**src/rtl/load_store_unit_if.sv**
```systemverilog
// Core-request / response handshake plus word-wide data-memory bus for the LSU.
interface load_store_unit_if;
  // core request
  logic        req_valid;
  logic        req_ready;
  logic        req_we;
  logic [2:0]  req_funct3;
  logic [31:0] req_addr;
  logic [31:0] req_wdata;
  // response to core
  logic        resp_valid;
  logic        resp_ready;
  logic [31:0] resp_rdata;
  logic        resp_err;
  // data memory
  logic        mem_read;
  logic        mem_write;
  logic [31:0] mem_addr;
  logic [31:0] mem_wdata;
  logic [31:0] mem_rdata;

  // the LSU itself
  modport master (
    input  req_valid, req_we, req_funct3, req_addr, req_wdata, resp_ready, mem_rdata,
    output req_ready, resp_valid, resp_rdata, resp_err,
           mem_read, mem_write, mem_addr, mem_wdata
  );

  // core + memory side
  modport slave (
    output req_valid, req_we, req_funct3, req_addr, req_wdata, resp_ready, mem_rdata,
    input  req_ready, resp_valid, resp_rdata, resp_err,
           mem_read, mem_write, mem_addr, mem_wdata
  );
endinterface

```
**src/rtl/load_store_unit.sv**
```systemverilog
// RV32I load/store unit: one request at a time, word-wide memory accesses,
// sub-word stores by read-modify-write, registered response handshake.
module load_store_unit #(
  parameter int DEPTH_WORDS = 1024,
  parameter bit WORD_ADDR   = 1'b1
) (
  input  logic clk,
  input  logic rst_n,
  load_store_unit_if.master bus
);
  typedef enum logic [2:0] {IDLE, LOAD, RMW_RD, WRITE, RESP} state_t;

  localparam logic [31:0] DEPTH_L = DEPTH_WORDS;

  state_t      state_q, state_d;
  logic [31:0] addr_q, wdata_q;
  logic [2:0]  f3_q;
  logic        we_q;

  logic        req_ready_q, resp_valid_q, resp_err_q;
  logic [31:0] resp_rdata_q;
  logic        mem_read_q, mem_write_q;
  logic [31:0] mem_addr_q, mem_wdata_q;

  logic        accept, req_err;
  logic [31:0] cur_addr, cur_maddr, ld_ext, merged, wr_word;
  logic [7:0]  ld_b;
  logic [15:0] ld_h;

  assign accept = bus.req_valid & req_ready_q;

  // Request legality, evaluated on the live request at acceptance
  always_comb begin
    req_err = 1'b0;
    if (!(bus.req_funct3 inside {3'b000, 3'b001, 3'b010, 3'b100, 3'b101})) req_err = 1'b1;
    if (bus.req_we && bus.req_funct3[2])                                 req_err = 1'b1;
    if (bus.req_funct3 == 3'b001 && bus.req_addr[0])                     req_err = 1'b1;
    if (bus.req_funct3 == 3'b010 && bus.req_addr[1:0] != 2'b00)          req_err = 1'b1;
    if ({2'b00, bus.req_addr[31:2]} >= DEPTH_L)                          req_err = 1'b1;
  end

  // Next-state logic
  always_comb begin
    state_d = state_q;
    case (state_q)
      IDLE: if (accept) begin
        if (req_err)                       state_d = RESP;
        else if (!bus.req_we)              state_d = LOAD;
        else if (bus.req_funct3 == 3'b010) state_d = WRITE;
        else                               state_d = RMW_RD;
      end
      LOAD:    state_d = RESP;
      RMW_RD:  state_d = WRITE;
      WRITE:   state_d = RESP;
      RESP:    if (bus.resp_ready) state_d = IDLE;
      default: state_d = IDLE;
    endcase
  end

  // Load extraction and store merge; the address comes live from the
  // request while still in IDLE so SW can issue its write the next cycle.
  always_comb begin
    cur_addr  = (state_q == IDLE) ? bus.req_addr : addr_q;
    cur_maddr = WORD_ADDR ? {2'b00, cur_addr[31:2]} : {cur_addr[31:2], 2'b00};
    ld_b      = bus.mem_rdata[{addr_q[1:0], 3'b000} +: 8];
    ld_h      = bus.mem_rdata[{addr_q[1], 4'b0000} +: 16];
    case (f3_q)
      3'b000:  ld_ext = {{24{ld_b[7]}}, ld_b};
      3'b001:  ld_ext = {{16{ld_h[15]}}, ld_h};
      3'b100:  ld_ext = {24'h0, ld_b};
      3'b101:  ld_ext = {16'h0, ld_h};
      default: ld_ext = bus.mem_rdata;
    endcase
    merged = bus.mem_rdata;
    if (f3_q[1:0] == 2'b00) merged[{addr_q[1:0], 3'b000} +: 8] = wdata_q[7:0];
    else                    merged[{addr_q[1], 4'b0000} +: 16] = wdata_q[15:0];
    wr_word = (state_q == IDLE) ? bus.req_wdata : merged;
  end

  // State register
  always_ff @(posedge clk or negedge rst_n) begin
    if (!rst_n) state_q <= IDLE;
    else        state_q <= state_d;
  end

  // Request capture at acceptance
  always_ff @(posedge clk or negedge rst_n) begin
    if (!rst_n) begin
      addr_q <= '0; wdata_q <= '0; f3_q <= '0; we_q <= 1'b0;
    end else if (state_q == IDLE && accept) begin
      addr_q <= bus.req_addr; wdata_q <= bus.req_wdata;
      f3_q <= bus.req_funct3; we_q <= bus.req_we;
    end
  end

  // Registered outputs, derived from the state being entered
  always_ff @(posedge clk or negedge rst_n) begin
    if (!rst_n) begin
      req_ready_q  <= 1'b0;
      mem_read_q   <= 1'b0;
      mem_write_q  <= 1'b0;
      mem_addr_q   <= '0;
      mem_wdata_q  <= '0;
      resp_valid_q <= 1'b0;
      resp_err_q   <= 1'b0;
      resp_rdata_q <= '0;
    end else begin
      req_ready_q <= (state_d == IDLE);
      mem_read_q  <= (state_d == LOAD) || (state_d == RMW_RD);
      mem_write_q <= (state_d == WRITE);
      mem_addr_q  <= (state_d inside {LOAD, RMW_RD, WRITE}) ? cur_maddr : 32'h0;
      mem_wdata_q <= (state_d == WRITE) ? wr_word : 32'h0;
      if (state_d == RESP && state_q != RESP) begin
        resp_valid_q <= 1'b1;
        resp_err_q   <= (state_q == IDLE);  // only errors jump IDLE -> RESP
        resp_rdata_q <= (state_q == LOAD) ? ld_ext : 32'h0;
      end else if (state_d != RESP) begin
        resp_valid_q <= 1'b0;
        resp_err_q   <= 1'b0;
        resp_rdata_q <= '0;
      end
    end
  end

  assign bus.req_ready  = req_ready_q;
  assign bus.resp_valid = resp_valid_q;
  assign bus.resp_err   = resp_err_q;
  assign bus.resp_rdata = resp_rdata_q;
  assign bus.mem_read   = mem_read_q;
  assign bus.mem_write  = mem_write_q;
  assign bus.mem_addr   = mem_addr_q;
  assign bus.mem_wdata  = mem_wdata_q;

  logic unused_we;
  assign unused_we = we_q;
endmodule

```
**src/flat_wrapper.sv**
```systemverilog
// flat-port wrapper written by rule: the top's interface ports become plain ports
module load_store_unit_flat 
#(
  parameter int DEPTH_WORDS = 1024,
  parameter bit WORD_ADDR   = 1'b1
)
  (clk, rst_n, bus_req_valid, bus_req_we, bus_req_funct3, bus_req_addr, bus_req_wdata, bus_resp_ready, bus_mem_rdata, bus_req_ready, bus_resp_valid, bus_resp_rdata, bus_resp_err, bus_mem_read, bus_mem_write, bus_mem_addr, bus_mem_wdata);
  load_store_unit_if bus_i ();
  input  logic clk;
  input  logic rst_n;
  input wire logic [$bits(bus_i.req_valid)-1:0] bus_req_valid;
  input wire logic [$bits(bus_i.req_we)-1:0] bus_req_we;
  input wire logic [$bits(bus_i.req_funct3)-1:0] bus_req_funct3;
  input wire logic [$bits(bus_i.req_addr)-1:0] bus_req_addr;
  input wire logic [$bits(bus_i.req_wdata)-1:0] bus_req_wdata;
  input wire logic [$bits(bus_i.resp_ready)-1:0] bus_resp_ready;
  input wire logic [$bits(bus_i.mem_rdata)-1:0] bus_mem_rdata;
  output wire logic [$bits(bus_i.req_ready)-1:0] bus_req_ready;
  output wire logic [$bits(bus_i.resp_valid)-1:0] bus_resp_valid;
  output wire logic [$bits(bus_i.resp_rdata)-1:0] bus_resp_rdata;
  output wire logic [$bits(bus_i.resp_err)-1:0] bus_resp_err;
  output wire logic [$bits(bus_i.mem_read)-1:0] bus_mem_read;
  output wire logic [$bits(bus_i.mem_write)-1:0] bus_mem_write;
  output wire logic [$bits(bus_i.mem_addr)-1:0] bus_mem_addr;
  output wire logic [$bits(bus_i.mem_wdata)-1:0] bus_mem_wdata;
  assign bus_i.req_valid = bus_req_valid;
  assign bus_i.req_we = bus_req_we;
  assign bus_i.req_funct3 = bus_req_funct3;
  assign bus_i.req_addr = bus_req_addr;
  assign bus_i.req_wdata = bus_req_wdata;
  assign bus_i.resp_ready = bus_resp_ready;
  assign bus_i.mem_rdata = bus_mem_rdata;
  assign bus_req_ready = bus_i.req_ready;
  assign bus_resp_valid = bus_i.resp_valid;
  assign bus_resp_rdata = bus_i.resp_rdata;
  assign bus_resp_err = bus_i.resp_err;
  assign bus_mem_read = bus_i.mem_read;
  assign bus_mem_write = bus_i.mem_write;
  assign bus_mem_addr = bus_i.mem_addr;
  assign bus_mem_wdata = bus_i.mem_wdata;
  load_store_unit #(.DEPTH_WORDS(DEPTH_WORDS), .WORD_ADDR(WORD_ADDR)) u_core (.clk(clk), .rst_n(rst_n), .bus(bus_i));
endmodule
```
**config.mk**
```make
export PLATFORM = sky130hd
export DESIGN_NAME = load_store_unit_flat
export DESIGN_NICKNAME = d
export VERILOG_FILES = /design/src/rtl/load_store_unit_if.sv /design/src/rtl/load_store_unit.sv /design/src/flat_wrapper.sv
export SDC_FILE = /design/constraint.sdc
export NUM_CORES = 1
export LEC_CHECK = 0
export ABC_AREA = 1
export CAP_MARGIN = 20
export CORE_ASPECT_RATIO = 1.1
export CORE_MARGIN = 4
export CORE_UTILIZATION = 51
export CTS_BUF_LIST = sky130_fd_sc_hd__clkbuf_8
export DETAILED_ROUTE_END_ITERATION = 6
export GPL_TIMING_DRIVEN = 0
export PLACE_DENSITY_LB_ADDON = 0.1
export SYNTH_ARGS = -nofsm -noshare
export SYNTH_HDL_FRONTEND = slang
export SYNTH_SLANG_ARGS = --single-unit
```
**constraint.sdc**
```tcl
create_clock -name clk -period 2.7 [get_ports clk]
set_input_delay 0.54 -clock clk [delete_from_list [all_inputs] [get_ports clk]]
set_output_delay 0.54 -clock clk [all_outputs]
set_load 0.01 [all_outputs]
```
## Yosys cells after proc, flatten, opt, wreduce, memory -nomap -nowiden

Cells that the tools add are included.

| storage, ports and cells | value |
|---|---|
| memories kept | 0 |
| bits in writable memories | 0 |
| memory bits (read-only) | 0 |
| word-level logic and storage cells | 80 |
| flip-flop bits (word level) | 155 |
| output and inout bits | 101 |
| latch bits | 0 |
| input bits | 104 |

| operators by class | value |
|---|---|
| mux-type cells | 25 |
| eq/ne operators | 17 |
| $mul | 0 |
| bitwise logic cells | 1 |
| shift operators | 6 |
| div/mod/pow operators | 0 |
| order comparisons | 1 |
| reduce and logical (&&, ||, !) cells | 16 |
| add/subtract/negate cells | 2 |

Operators with widths:

| operator | number |
|---|---|
| $mux W32 | 7 |
| $pmux W32 S4 | 1 |
| $bwmux W32 | 2 |
| $shift A16 B7 Y32 const A | 1 |
| $shift A8 B7 Y32 const A | 1 |
| $shiftx A16 B7 Y32 | 1 |
| $shiftx A32 B6 Y16 | 1 |
| $shiftx A32 B6 Y8 | 1 |
| $shiftx A8 B7 Y32 | 1 |
| $ge A30 B11 Y1 const B | 1 |
| $mux W30 | 1 |
| $eq A3 B3 Y1 const B | 6 |
| $eq A3 B2 Y1 const B | 5 |
| $neg A5 Y7 | 2 |
| $eq A3 B1 Y1 const B | 4 |
| $logic_not A3 Y1 | 4 |
| $mux W3 | 4 |
| $pmux W3 S4 | 1 |
| $mux W1 | 9 |
| $ne A3 B3 Y1 const B | 2 |
| $logic_and A1 B1 Y1 | 5 |
| $reduce_bool A5 Y1 | 1 |
| $reduce_bool A2 Y1 | 2 |
| $reduce_bool A3 Y1 | 1 |
| 4 further kinds | 4 |

## Longest topological paths before layout

Gate-level depths: netlist of run 1.

| depth | value |
|---|---|
| depth in word-level cells | 13 |
| depth in mapped cells | 13 |
| depth with buffers taken out | 12 |

## Worst setup path before layout of run 1

OpenSTA, ideal clock, no wires.

| timing path | value |
|---|---|
| kind | register -> register |
| start | register u_core.addr_q[1] |
| end | register u_core.mem_wdata_q[12] (netlist: u_core.bus.mem_wdata[12]) |
| cell stages (with the launch flop) | 13 |
| library setup time | 0.069 ns |
| arrival | 1.977 ns |
| clock period less this slack | 2.045 ns |
| required time | 2.631 ns |
| path slack | 0.655 ns |
| path buffers | 4 |
| cell sequence | dfrtp_1 buf_2 inv_1 buf_2 buf_2 ha_1 clkbuf_1 nand2_1 o221ai_1 nand2_1 nand2_1 o21ai_1 nor2_2 |

| between the ends | value |
|---|---|
| word-level cells in the longest chain between the ends | 6 |
| elaborated cells between the ends (all ways) | 11 |
| those cells by class | add/sub (2); shift (4); mux (5) |

Ends and longest elaborated chain:

| element | RTL line | RTL |
|---|---|---|
| from (decl) | load_store_unit.sv:16 | `logic [31:0] addr_q, wdata_q;` |
| from (signal assigned) | load_store_unit.sv:91 | `addr_q <= bus.req_addr; wdata_q <= bus.req_wdata;` |
| $neg A5 Y7 (on tied branches) | load_store_unit.sv:76, load_store_unit.sv:75 |  |
| $shiftx A16 B7 Y32, or another cell as far along | load_store_unit.sv:76 | `else merged[{addr_q[1], 4'b0000} +: 16] = wdata_q[15:0];` |
| $bwmux W32 (on tied branches) | load_store_unit.sv:76, load_store_unit.sv:75 |  |
| $mux W32 (*) | load_store_unit.sv:75 | `if (f3_q[1:0] == 2'b00) merged[{addr_q[1:0], 3'b000} +: 8] = wdata_q[7:0];` |
| $mux W32 (*) | load_store_unit.sv:77 | `wr_word = (state_q == IDLE) ? bus.req_wdata : merged;` |
| $mux W32 (*) | load_store_unit.sv:112 | `mem_wdata_q <= (state_d == WRITE) ? wr_word : 32'h0;` |
| to (signal assigned) | load_store_unit.sv:112 |  |
| to (decl) | load_store_unit.sv:23 | `logic [31:0] mem_addr_q, mem_wdata_q;` |

Mark *: on every way between the ends. The rest lies on a longest branch, timed or not.
A chain may end at the register's enable or synchronous reset.

## Final worst setup path of run 1

| timing path | value |
|---|---|
| start | register u_core.addr_q[1] |
| end | register u_core.mem_wdata_q[30] (netlist: u_core.bus.mem_wdata[30]) |

Same word-level chain as after synthesis.

==> flow_summary.ini, run 1 <==
[synth]
synth-edff-count = 0
ys_async_sr_fraction_pct = 100.0
seq_area_frac_synth_pct = 47.29
netlist_area_um2 = 8097
netlist_instances = 1008
yosysWarnings = 0
synthFlopType = dfrtp_1
avgSynthCellArea_um2 = 8.032
synth_cell_types = 35
ys_ff_latch = 153

[routing]
wirelength_um = 26240
avgRoutedWirePerCell_um = 18.19
ant_nets = 0
vias = 7882
route.detailed.drc = 0
drtIter0Drc = 778
viasPerCell = 5.462
first_pass_iters = 6

[final_layout]
n_antenna_cell = 0
multi_input_area_um2 = 3398
seq_area_um2 = 3829
syn_to_final_growth_pct = 33.32
fillers = 1326
drive_gt1_share_pct = 13.11
instances_no_fill = 1443
final_net_count = 1339

[min_path]
hp-class = in -> async

[timing]
slew_violations = 0
rsz0062_at_grt = false
tns_ps = 0
setup_viol = 0
hold_slack_ps = 28.77
hold_viol = 0
skew_ps = 16.44
slew_headroom_pct = 58.71
fmax_ghz = 0.3978
min_period_ps = 2514
setup_ws_ps = 185.9
period_share_pct = 93.11
worst_pin_slew_ps = 619.4

[clock_tree]
path_clk_slew_ps = 100
ctsRootBufferMaster = clkbuf_8
cts_tree = built
cts_buffer_depth = 2
cts.sink_count = 153
numCtsBuffers = 17
hold_buffers = 0
clk_latency_ps = 470
htree_levels = 4

[setup_path]
crit_top_cell = buf_2
path_class = reg -> reg
critical_path.slowest_cell = dfrtp_1
reg2reg_from = u_core.addr_q[1]$_DFFE_PN0P_
start_kind = flop
worstRegToRegCells = 13
max_stage_delay_ps = 400
r2r_end = u_core.bus.mem_wdata[30]$_DFF_PN0_
r2r_slack_ps = 190
arrival_ps = 2890
critPathMaxFanout = 12
worst-endpoint-required_ps = 3070
end_kind = flop
crit_chain = buf_2 > inv_1 > buf_2 > buf_2 > ha_1 > inv_1 > buf_2 > nand3_1 > nor2_1 > o22ai_1 > nand2_1 > o21ai_1 > nor2_2
startpoint = u_core.addr_q[1]$_DFFE_PN0P_

[floorplanning]
die_area_um2 = 17960
pin_count = 205
initial_utilization_pct = 51.85
core_um2 = 15620
die_w_um = 128.1
row_count = 48
die_h_um = 140.1

[place]
dp_cells = 1412
dp_hpwl_um = 19710
numPortBuffers = 202
place_congestion = 0.9911
dp_slack_ps = 24.26

[global_route]
grt_pass1_wl_um = 40870
grt.total_usage_pct = 29.33
grt_max_degree = 96
antenna_found_initial = 0
first_global_vias = 7531
gr-total-overflow = 0

[power_and_ir_drop]
p_per_area_nw_per_um2 = 807.5
p_leak_nw = 5.036
irDropWorstVdd_uv = 443.5

[run_status]
status = complete, no violations

[run]
maxCapViolCount = 0
-- worst max-delay path, delay by kind of cell, from the launching register on --
kind	cells	cell delay (ps)
DFF	1	400
AOI/OAI and AO/OA	2	300
and+or+nand+nor	4	330
adders and majority gates	1	220
buffers and inverters	6	1140
-- power by group --
group | total [W] | internal [W] | switching (W)
combinational | 0.00398 | 0.00133 | 0.00265
sequential | 0.00299 | 0.00267 | 0.000321
clock | 0.00174 | 0.000694 | 0.00105
total | 0.00872 | 0.00469 | 0.00402
-- worst max-delay path by stage --
| stage | end | slack (ps) |
|---|---|---|
| floorplan | u_core.bus.mem_wdata[12]$_DFF_PN0_ | 650 |
| global placement | u_core.bus.mem_addr[6]$_DFF_PN0_ | -5020 |
| detailed placement | u_core.bus.mem_wdata[12]$_DFF_PN0_ | 20 |
| CTS | u_core.bus.mem_wdata[3]$_DFF_PN0_ | 120 |
| global route | u_core.bus.mem_wdata[29]$_DFF_PN0_ | 20 |
| finish | u_core.bus.mem_wdata[30]$_DFF_PN0_ | 190 |
-- layout make-up --
cell class | instances | area share, %
multi-input combinational | 659 | 31.48
clock buffer | 17 | 2.168
tap | 200 | 2.318
sequential | 153 | 35.47
buffer | 64 | 3.489
inverter | 131 | 4.555
clock inverter | 15 | 1.449
timing repair buffer | 204 | 19.07
-- logic make-up after synthesis --
logic type      after synthesis  synth area share [%]
buf+inv                     197                 10.82
other cells                   1               0.04632
compound gates              317                 23.21
fa+ha+maj                     5                0.7727
simple gates                335                 17.86
flops                       153                 47.29
-- layout by cell type (no fill, tap or decap), types with 5 or more instances in the layout --
cell and n:
nand2_1 220, clkdlybuf4s50_1 201, dfrtp_1 153, inv_1 115, o21ai_0 103, o21ai_1 91
nor2_1 67, buf_2 34, a21oi_2 29, o211ai_1 27, a21oi_1 22, clkbuf_8 17
nor2_2 16, inv_2 14, a31oi_1 13, nand3_1 12, buf_4 12, clkbuf_1 11
o221ai_1 11, a211oi_1 10, buf_6 8, inv_8 6, o22ai_1 5
-- what timing repair did --
action                     in CTS  in global routing
setup endpoints to repair       1                 15
setup buffers                   0                  1
resized for setup               0                  1
-- layer usage --
metal | wire (um) | part of all wire, % | track usage, %
met5 | 0 | 0 | 0
met4 | 1030 | 3.9 | 11.79
met3 | 2004 | 7.6 | 6.789
met2 | 12950 | 49 | 49.26
met1 | 10260 | 39 | 36.49
-- cells in the mapped netlist (5+ instances only) --
| master | count | area (um^2) |
|---|---|---|
| dfrtp_1 | 153 | 3829 |
| o21ai_0 | 103 | 515.5 |
| nor2_2 | 16 | 100.1 |
| buf_4 | 11 | 82.58 |
| buf_6 | 7 | 78.83 |
| nand3_1 | 12 | 60.06 |
| buf_2 | 34 | 170.2 |
| nand2_1 | 220 | 825.8 |
| ha_1 | 5 | 62.56 |
| o211ai_1 | 27 | 202.7 |
| inv_2 | 14 | 52.55 |
| o221ai_1 | 11 | 96.34 |
| o21ai_1 | 91 | 455.4 |
| o22ai_1 | 5 | 31.28 |
| nor2_1 | 67 | 251.5 |
| a21oi_1 | 22 | 110.1 |
| a21oi_2 | 29 | 254.0 |
| a31oi_1 | 13 | 81.33 |
| a211oi_1 | 10 | 75.07 |
| clkbuf_1 | 12 | 45.04 |
| inv_1 | 115 | 431.7 |
-- registers in the layout (all words and copies together) (netlist names), 3 cells and up --
register and cells:
u_core.bus.mem_addr 30, u_core.state_q 3, u_core.bus.resp_rdata 32, u_core.bus.mem_wdata 32, u_core.wdata_q 16, u_core.addr_q 32, u_core.f3_q 3
-- metrics by stage --
step | power [W] | utilization [%] | area (um^2)
floorplan | 0.005624 | - | 8100
global placement | 0.006841 | 66.43 | 10370
detailed placement | 0.006897 | 66.61 | 10400
CTS | 0.008646 | 69.09 | 10790
global route | 0.009265 | 69.13 | 10790
finish | 0.008716 | 69.13 | 10790
Note: power is estimated with default switching activity, not from simulation.
==> run 2: changes to the inputs <==
- CORE_ASPECT_RATIO: 1.1 -> 1.75
- CORE_UTILIZATION: 51 -> 55
- clock period: 2.7 -> 3 ns (I/O delays scaled with it)
==> run 2 against run 1 <==
- fmax decreased by 6.9%
- global-route usage increased by 3.5 points
- sequential power decreased by 9.4%
- non-clock buffer count increased by 1
- critical endpoint is now u_core.bus.mem_wdata[10]$_DFF_PN0_
==> flow_summary.ini, run 2 (synthesis results as in run 1) <==
[run_status]
status = complete, no violations

[floorplanning]
die_h_um = 168.5
initial_utilization_pct = 56.06
die_w_um = 99.72
die_area_um2 = 16800
pin_count = 205
row_count = 58
core_um2 = 14440

[routing]
first_pass_iters = 6
route.detailed.drc = 0
avgRoutedWirePerCell_um = 18.93
viasPerCell = 5.501
ant_nets = 0
drtIter0Drc = 486
vias = 7833
wirelength_um = 26960

[setup_path]
startpoint = u_core.addr_q[1]$_DFFE_PN0P_
worst-endpoint-required_ps = 3390
critPathMaxFanout = 12
max_stage_delay_ps = 410
worstRegToRegCells = 12
crit_family = buffers and inverters
critPathBufInv = 5
arrival_ps = 3090
cp.depth = 12
critical_path.slowest_cell = dfrtp_1
reg2reg_from = u_core.addr_q[1]$_DFFE_PN0P_
end_kind = flop
path_class = reg -> reg
start_kind = flop
crit_chain = buf_2 > inv_1 > buf_2 > buf_2 > ha_1 > clkbuf_1 > nand2_1 > o221ai_1 > nand2_1 > nand2_1 > o21ai_1 > nor2_1

[power_and_ir_drop]
irDropWorstVdd_uv = 465.2
p_per_area_nw_per_um2 = 737.3
p_leak_nw = 5.044

[final_layout]
multi_input_area_um2 = 3396
fillers = 1133
utilization_pct = 74.62
syn_to_final_growth_pct = 33.10
seq_area_um2 = 3829
final_net_count = 1340
final_common_cell = nand2_1
drive_gt1_share_pct = 12.94
n_antenna_cell = 0
layout_common_cells = 220 x nand2_1, 201 x clkdlybuf4s50_1, 153 x dfrtp_1

[timing]
slew_headroom_pct = 60.61
skew_ps = 14.14
hold_viol = 0
fmax_ghz = 0.3703
slew_violations = 0
min_period_ps = 2701
worst_pin_slew_ps = 590.8
setup_viol = 0
period_share_pct = 90.02
hold_slack_ps = 59.25
rsz0062_at_grt = false
tns_ps = 0

[clock_tree]
cts-resized-gates = 0
hold_buffers = 0
cts_setup_buffers = 0
htree_levels = 4
numCtsBuffers = 17
ctsRootBufferMaster = clkbuf_8
path_clk_slew_ps = 100
clk_latency_ps = 470
cts_buffer_depth = 2
cts_tree = built
cts.sink_count = 153

[global_route]
antenna_found_initial = 0
grt.total_usage_pct = 32.79
grt_pass1_wl_um = 42370
grt_max_degree = 101
first_global_vias = 8137
gr-total-overflow = 0

[run]
maxCapViolCount = 0

[place]
place_congestion = 0.9947
dp_hpwl_um = 20960
numPortBuffers = 202

[min_path]
hp-class = in -> async
-- run 2: changes by cell type in the layout (fill, tap and decap cells not counted) --
| cell | previous run | this run |
|---|---|---|
| ha_1 | 4 | 5 |
| ha_2 | 1 | 0 |
| buf_4 | 12 | 11 |
| clkbuf_1 | 11 | 12 |
| clkbuf_8 | 17 | 18 |
| buf_1 | 1 | 2 |
| inv_6 | 2 | 3 |
| clkinvlp_4 | 1 | 0 |
| clkinv_2 | 1 | 0 |
-- run 2: metrics by stage --
step | setup WS [ps] | total power, W | cell area [um^2] | std cells
3_3_place_gp | -4763 | 0.006211 | 10350 | 1391
5_1_grt | 143.5 | 0.008462 | 10780 | 1424
3_5_place_dp | 372.1 | 0.006285 | 10380 | 1392
4_1_cts | 349.9 | 0.007885 | 10780 | 1424
2_1_floorplan | 954.6 | 0.005062 | 8100 | 1009
6_report | 299.5 | 0.007946 | 10780 | 1424
-- run 2: routing by layer --
metal | up-vias | part of all wire (%) | wire (um) | global-route usage [%]
li1 | 3745 | - | - | -
met3 | 113 | 6.4 | 1724 | 6.557
met4 | 0 | 7.8 | 2111 | 22.65
met5 | - | 0 | 0 | 0
met1 | 3632 | 33 | 9008 | 33.70
met2 | 343 | 52 | 14120 | 58.39
-- run 2: area by class of cell --
| cell class | count | share of cell area (%) |
|---|---|---|
| Inverter | 131 | 4.563 |
| Timing Repair Buffer | 203 | 19.03 |
| Clock buffer | 18 | 2.299 |
| Multi-Input combinational cell | 659 | 31.51 |
| Clock inverter | 14 | 1.416 |
| Buffer | 66 | 3.564 |
| Sequential cell | 153 | 35.53 |
| Tap cell | 180 | 2.090 |
-- run 2: path summary, 6_finish.rpt --
path / to / slack, ps
setup / recovery: u_core.bus.mem_wdata[10]$_DFF_PN0_ / 300
hold / removal: u_core.bus.resp_rdata[20]$_DFFE_PN0P_ / 60
setup reg to reg: u_core.bus.mem_wdata[10]$_DFF_PN0_ / 300
hold reg to reg: u_core.bus.resp_rdata[22]$_DFFE_PN0P_ / 490
max in group asynchronous: u_core.addr_q[4]$_DFFE_PN0P_ / 2040
min in group clk: u_core.bus.resp_rdata[22]$_DFFE_PN0P_ / 490
-- run 2: power by group --
| group | switching, W | total (W) | internal (W) |
|---|---|---|---|
| registers | 0.000302 | 0.00271 | 0.00241 |
| clock network | 0.000951 | 0.00160 | 0.000653 |
| logic | 0.00245 | 0.00363 | 0.00119 |
